==> src/rtl/aes_pkg.sv <==
// Shared AES MixColumns definitions: controller state encoding and the
// forward/inverse circulant matrix rows, one 32-bit word per row (column 0 in the MSB).
package aes_pkg;

   typedef enum logic [1:0] {
      ST_IDLE = 2'd0,
      ST_RUN  = 2'd1,
      ST_DONE = 2'd2
   } mix_state_e;

   localparam logic [31:0] MIX_FWD_ROW0 = 32'h02030101;
   localparam logic [31:0] MIX_FWD_ROW1 = 32'h01020301;
   localparam logic [31:0] MIX_FWD_ROW2 = 32'h01010203;
   localparam logic [31:0] MIX_FWD_ROW3 = 32'h03010102;

   localparam logic [31:0] MIX_INV_ROW0 = 32'h0e0b0d09;
   localparam logic [31:0] MIX_INV_ROW1 = 32'h090e0b0d;
   localparam logic [31:0] MIX_INV_ROW2 = 32'h0d090e0b;
   localparam logic [31:0] MIX_INV_ROW3 = 32'h0b0d090e;

   function automatic logic [31:0] mix_row(input logic inv, input logic [1:0] idx);
      logic [31:0] row;
      row = MIX_FWD_ROW0;
      case ({inv, idx})
         3'b000:  row = MIX_FWD_ROW0;
         3'b001:  row = MIX_FWD_ROW1;
         3'b010:  row = MIX_FWD_ROW2;
         3'b011:  row = MIX_FWD_ROW3;
         3'b100:  row = MIX_INV_ROW0;
         3'b101:  row = MIX_INV_ROW1;
         3'b110:  row = MIX_INV_ROW2;
         default: row = MIX_INV_ROW3;
      endcase
      return row;
   endfunction

endpackage

==> src/rtl/final_mix.sv <==
// One output row of (Inv)MixColumns: a 4-coefficient matrix row times the
// 4x4 byte state over GF(2^8), producing the four bytes of that result row.
module final_mix (
   input  logic [31:0]  coef_i,
   input  logic [127:0] state_i,
   output logic [31:0]  row_o
);

   function automatic logic [7:0] gmul(input logic [7:0] c, input logic [7:0] a);
      logic [7:0] acc;
      logic [7:0] p;
      acc = 8'h00;
      p   = a;
      for (int b = 0; b < 8; b++) begin
         if (c[b]) acc = acc ^ p;
         p = {p[6:0], 1'b0} ^ (p[7] ? 8'h1b : 8'h00);
      end
      return acc;
   endfunction

   // Column gi of the result row; state row k occupies bits [127-32k -: 32].
   generate
      for (genvar gi = 0; gi < 4; gi++) begin : g_col
         assign row_o[31-8*gi -: 8] = gmul(coef_i[31:24], state_i[127-8*gi -: 8])
                                    ^ gmul(coef_i[23:16], state_i[95-8*gi  -: 8])
                                    ^ gmul(coef_i[15:8],  state_i[63-8*gi  -: 8])
                                    ^ gmul(coef_i[7:0],   state_i[31-8*gi  -: 8]);
      end
   endgenerate

endmodule

==> src/rtl/mix_ctrl.sv <==
// Handshaked (Inv)MixColumns engine: latches a state, evaluates ROWS_PER_CYCLE
// result rows per RUN cycle through final_mix instances, then holds the result.
module mix_ctrl
   import aes_pkg::*;
#(
   parameter int ROWS_PER_CYCLE = 1
) (
   input  logic         clk,
   input  logic         rst,
   input  logic         in_valid,
   output logic         in_ready,
   input  logic [127:0] in_state,
   input  logic         in_inv,
   output logic         out_valid,
   input  logic         out_ready,
   output logic [127:0] out_state,
   output logic         busy
);

   localparam logic [1:0] ROW_STEP = 2'(ROWS_PER_CYCLE);
   localparam logic [1:0] LAST_ROW = 2'(4 - ROWS_PER_CYCLE);

   mix_state_e   state_q, state_d;
   logic [1:0]   row_q, row_d;
   logic [127:0] data_q;
   logic         inv_q;
   logic [127:0] out_q, out_d;
   logic         accept;
   logic         step;

   logic [31:0]  coef    [ROWS_PER_CYCLE];
   logic [31:0]  row_res [ROWS_PER_CYCLE];

   generate
      for (genvar gi = 0; gi < ROWS_PER_CYCLE; gi++) begin : g_row
         assign coef[gi] = mix_row(inv_q, row_q + 2'(gi));
         final_mix u_final_mix (
            .coef_i  (coef[gi]),
            .state_i (data_q),
            .row_o   (row_res[gi])
         );
      end
   endgenerate

   always_ff @(posedge clk or posedge rst) begin
      if (rst) state_q <= ST_IDLE;
      else     state_q <= state_d;
   end

   always_comb begin
      state_d = state_q;
      case (state_q)
         ST_IDLE: if (in_valid)          state_d = ST_RUN;
         ST_RUN:  if (row_q == LAST_ROW) state_d = ST_DONE;
         ST_DONE: if (out_ready)         state_d = ST_IDLE;
         default:                        state_d = ST_IDLE;
      endcase
   end

   always_comb begin
      in_ready  = (state_q == ST_IDLE);
      out_valid = (state_q == ST_DONE);
      busy      = (state_q != ST_IDLE);
      accept    = in_ready & in_valid;
      step      = (state_q == ST_RUN);
   end

   // Result words land at their row position; word i sits at bits [32*(3-i) +: 32].
   always_comb begin
      logic [1:0] idx;
      idx   = 2'd0;
      out_d = out_q;
      row_d = row_q;
      if (accept) begin
         row_d = 2'd0;
      end else if (step) begin
         row_d = row_q + ROW_STEP;
         for (int k = 0; k < ROWS_PER_CYCLE; k++) begin
            idx = row_q + 2'(k);
            out_d[{~idx, 5'b00000} +: 32] = row_res[k];
         end
      end
   end

   always_ff @(posedge clk or posedge rst) begin
      if (rst) begin
         data_q <= '0;
         inv_q  <= 1'b0;
         row_q  <= 2'd0;
         out_q  <= '0;
      end else begin
         if (accept) begin
            data_q <= in_state;
            inv_q  <= in_inv;
         end
         row_q <= row_d;
         out_q <= out_d;
      end
   end

   assign out_state = out_q;

endmodule

==> config.mk <==
export PLATFORM = sky130hd
export DESIGN_NAME = mix_ctrl
export DESIGN_NICKNAME = d
export VERILOG_FILES = /design/src/rtl/aes_pkg.sv /design/src/rtl/final_mix.sv /design/src/rtl/mix_ctrl.sv
export SDC_FILE = /design/constraint.sdc
export NUM_CORES = 1
export LEC_CHECK = 0
export BUFFER_PORTS_ARGS = -buffer_cell sky130_fd_sc_hd__buf_2
export CORE_ASPECT_RATIO = 0.5
export CORE_MARGIN = 3
export CORE_UTILIZATION = 29
export CTS_BUF_LIST = sky130_fd_sc_hd__clkbuf_4
export DETAILED_ROUTE_END_ITERATION = 16
export PLACE_DENSITY = 0.56
export SYNTH_ARGS = -nofsm -noshare
export SYNTH_HDL_FRONTEND = slang
export SYNTH_SLANG_ARGS = --single-unit
==> constraint.sdc <==
create_clock -name clk -period 10.2 [get_ports clk]
set_input_delay 1.02 -clock clk [delete_from_list [all_inputs] [get_ports clk]]
set_output_delay 1.02 -clock clk [all_outputs]
set_load 0.02 [all_outputs]
==> impl_summary.md <==
STA
In the finished design, the share of the clock period the worst path needs comes to slightly above 40%. The hold violation total from the final report is 0. Setup repair after global routing left no endpoint under its margin. The aggregate negative setup slack is 0 ns. For the pin with the worst max-slew slack, the measured transition is about 1.1 ns. On the final layout, the worst clock skew is approximately 0.037 ns. The fmax is 243 MHz.

The total count of max-transition violations in the final report is 0. The clock period could shrink to slightly above 4 ns. The worst pin sits at a relative slew slack of between 20% and 30%. Setup violations remaining at the end of the flow were counted as 0.

Critical path
The highest fanout seen on the critical path is 16. Measured in cells, the most critical reg-to-reg path has a length of 10. The element type at the critical path end is a register. The startpoint class of the critical path is a register. The worst endpoint required time is between 10 and 15 ns. The worst flop-to-flop path endpoint is out_state[14]. For the worst setup path, the data arrival time is ~4.7 ns. The worst-case register-to-register setup slack is about 6.1 ns. The class of the most critical setup path is register to register.

The worst register-to-register path begins at row_q[0].

Clock network
The number of clock buffers inserted by TritonCTS is 71. Clock-pin slew was measured on the worst setup and hold paths at roughly 0.060 ns. The count of clock tree sinks is between 200 and 300. Counting along the longest clock path gives a buffer depth of 3. The number of instances resized during post-cts repair is 0. TritonCTS built the clock tree. The maximum level of the CTS H-tree is 3. For this design, the CTS-stage hold fixing added 0 buffers.

Clock tree synthesis selected as its root buffer the cell clkbuf_4. The clock latency on the worst-skew pair is approximately 0.75 ns. Post-CTS timing repair inserted 0 buffers for setup.

Yosys
The number of different library cells used by synthesis comes to 40. The area of the mapped netlist is 16300 um^2. The number of enable flip-flop cells after synthesis is 0. The count of warnings emitted by yosys is 0. Of all cell types, the one taking the most synthesized area is dfrtp_1. Summed over its instances, the top area cell type makes up 40.2% of the synthesized netlist area. Counting flops with an async set or reset pin after synthesis yields a share of between 90% and 100%. In the synthesized netlist the dominant register cell turns out to be dfrtp_1. The average footprint of a synthesized cell is 9.98 um^2. Ranked by total cell area, the synthesized netlist is headed by dfrtp_1 40%, xnor2_1 22%, mux2_2 9.0%. The count of state elements after synthesis is 261. Synthesis produced a netlist whose cell count is roughly 1600. The commonest cells after synthesis are 406 x xnor2_1, 261 x dfrtp_1, 194 x nand2_1.

The post-synth net total is around 1800. The register area share after synthesis is approximately two fifths. The cell with the most instances after synthesis is xnor2_1.

Floorplanning
The core footprint is between 50000 and 60000 um^2. For this configuration, the core starts out at a cell density of between 20% and 30%. The die covers about 59000 um^2.

The floorplan has 60 rows. The die width is 341 um. Pin placement for this block handled 264 I/O pins.

The die outline height is 173 um.

Cells and area
The sequential cells in the finished layout cover a total of 6530 um^2. The multi-input gate area in the final layout is 9330 um^2. After the last flow step, the layout net total stands at approximately 2000.

The post-route netlist has between 20% and 30% of its cells at a drive strength greater than 1. After filler insertion, the fill cell instance count of the layout stands at around 5600. The area added between synthesis and finish is 17.7%.

Routing
The routed layout has ~12000 vias. The number of routed nets with antenna violations is 0. After detailed routing, the number of remaining DRC violations is 0. The DRC marker count from the first detailed-route iteration is 750. The pre-antenna-repair detailed-routing pass consisted of 5 iterations.

In the final routed layout, each cell accounts on average for 18.8 um. The total wire length is around 50000 um. After detailed routing, the number of vias per cell comes to around 4.5.

Global routing
For this run the aggregate overflow at the end of global routing stands at 0. The first global-routing pass estimated 76400 um of wire. The largest net degree at the start of global routing is between 100 and 150. The via count of the first global-routing pass was around 12000.

Global routing used 16.8% of the available tracks. The number of antenna violations at the first check in global routing is 4.

Placed design
The total of buffers placed on input and output ports is 263. The HPWL reported at the end of detailed placement is 37200 um. At the end of routability-driven placement, the weighted congestion stood at 0.832.

Status
The flow ran to the end, and the final reports show no timing, DRC or antenna violations.

Hold path
The type of the tightest min-delay check is primary input to async pin.

Run
Max-cap violations in this run came to 0.
-- metal layers --
layer	share of wire (%)	vias up	GRT usage, %
li1	-	5789	-
met1	43	6005	21.1
met2	49	268	28.8
met3	3.8	91	2.77
met4	3.4	2	6.90
met5	0.026	-	0
-- critical path: stages, from the launching register on --
cell     delay, ns
dfrtp_1       0.55
inv_1         0.20
ha_2          0.30
nor2_1        0.43
buf_4         0.28
or3_1         0.77
nand2_1       0.15
xor2_1        0.20
xnor2_1       0.14
xnor2_1       0.70
o21ai_0       0.21
-- cell families after synthesis --
kind of cell             after synthesis  share of synthesized area, %
AND/OR/NAND/NOR                      452                          12.8
flip-flops                           261                          40.2
XOR/XNOR                             489                          27.8
buffers and inverters                102                          2.62
adder cells (fa/ha/maj)                8                         0.616
multiplexers                         154                          10.5
AO/OA/AOI/OAI                        164                          5.45
-- final cells by class --
class	instances	share of cell area (%)
multi-input combinational	1267	48.7
clock buffer	96	3.76
antenna	4	0.0523
clock inverter	20	0.791
timing repair buffer	280	7.54
sequential	261	34.1
tap	744	4.86
inverter	7	0.176
-- through the flow --
step | setup WS [ns] | hold slack [ns] | cell area [um^2] | util, % | cells
floorplan | 2.00 | 0.448 | 16300 | - | 1630
finish | 6.09 | 0.433 | 19100 | 35.1 | 2679
global route | 5.88 | 0.421 | 19100 | 35.1 | 2678
detailed placement | 6.18 | 0.465 | 18300 | 33.5 | 2559
global placement | 6.44 | 0.458 | 18300 | 33.5 | 2559
CTS | 6.18 | 0.400 | 19100 | 35.1 | 2675
-- flip-flops by register name, summed over array words and instances (netlist names) --
signal     cells
inv_q          1
row_q          2
data_q       128
state_q        2
out_state    128
-- cells in the final DEF (no fill, tap or decap), types with 4 or more instances in the layout --
cell	instances
o21ai_0	131
buf_4	17
o31ai_1	5
nor2b_1	107
nor2_1	106
o21ai_1	5
mux2_2	130
clkinv_2	5
ha_1	6
xnor2_1	406
diode_2	4
a21oi_1	8
dfrtp_1	261
buf_2	263
nand2_1	194
inv_1	6
mux2i_1	24
nand2b_1	16
clkinv_1	9
xor2_1	64
a22o_1	9
and2b_1	9
clkbuf_4	96
xnor3_1	16
-- worst max path at each step --
stage	depth (start not counted)	startpoint	slack [ns]	endpoint
final	10	row_q[0]	6.09	out_state[14]
after global routing	10	row_q[0]	5.88	out_state[17]
after CTS	10	row_q[0]	6.18	out_state[14]
after detailed placement	10	row_q[0]	6.18	out_state[14]
after global placement	10	row_q[0]	6.44	out_state[14]
after floorplan	1	rst	2.00	data_q[0]
Power is left out: the tool's default activity adds up to more than one toggle a clock period on the data nets, which glitch-free logic cannot reach.
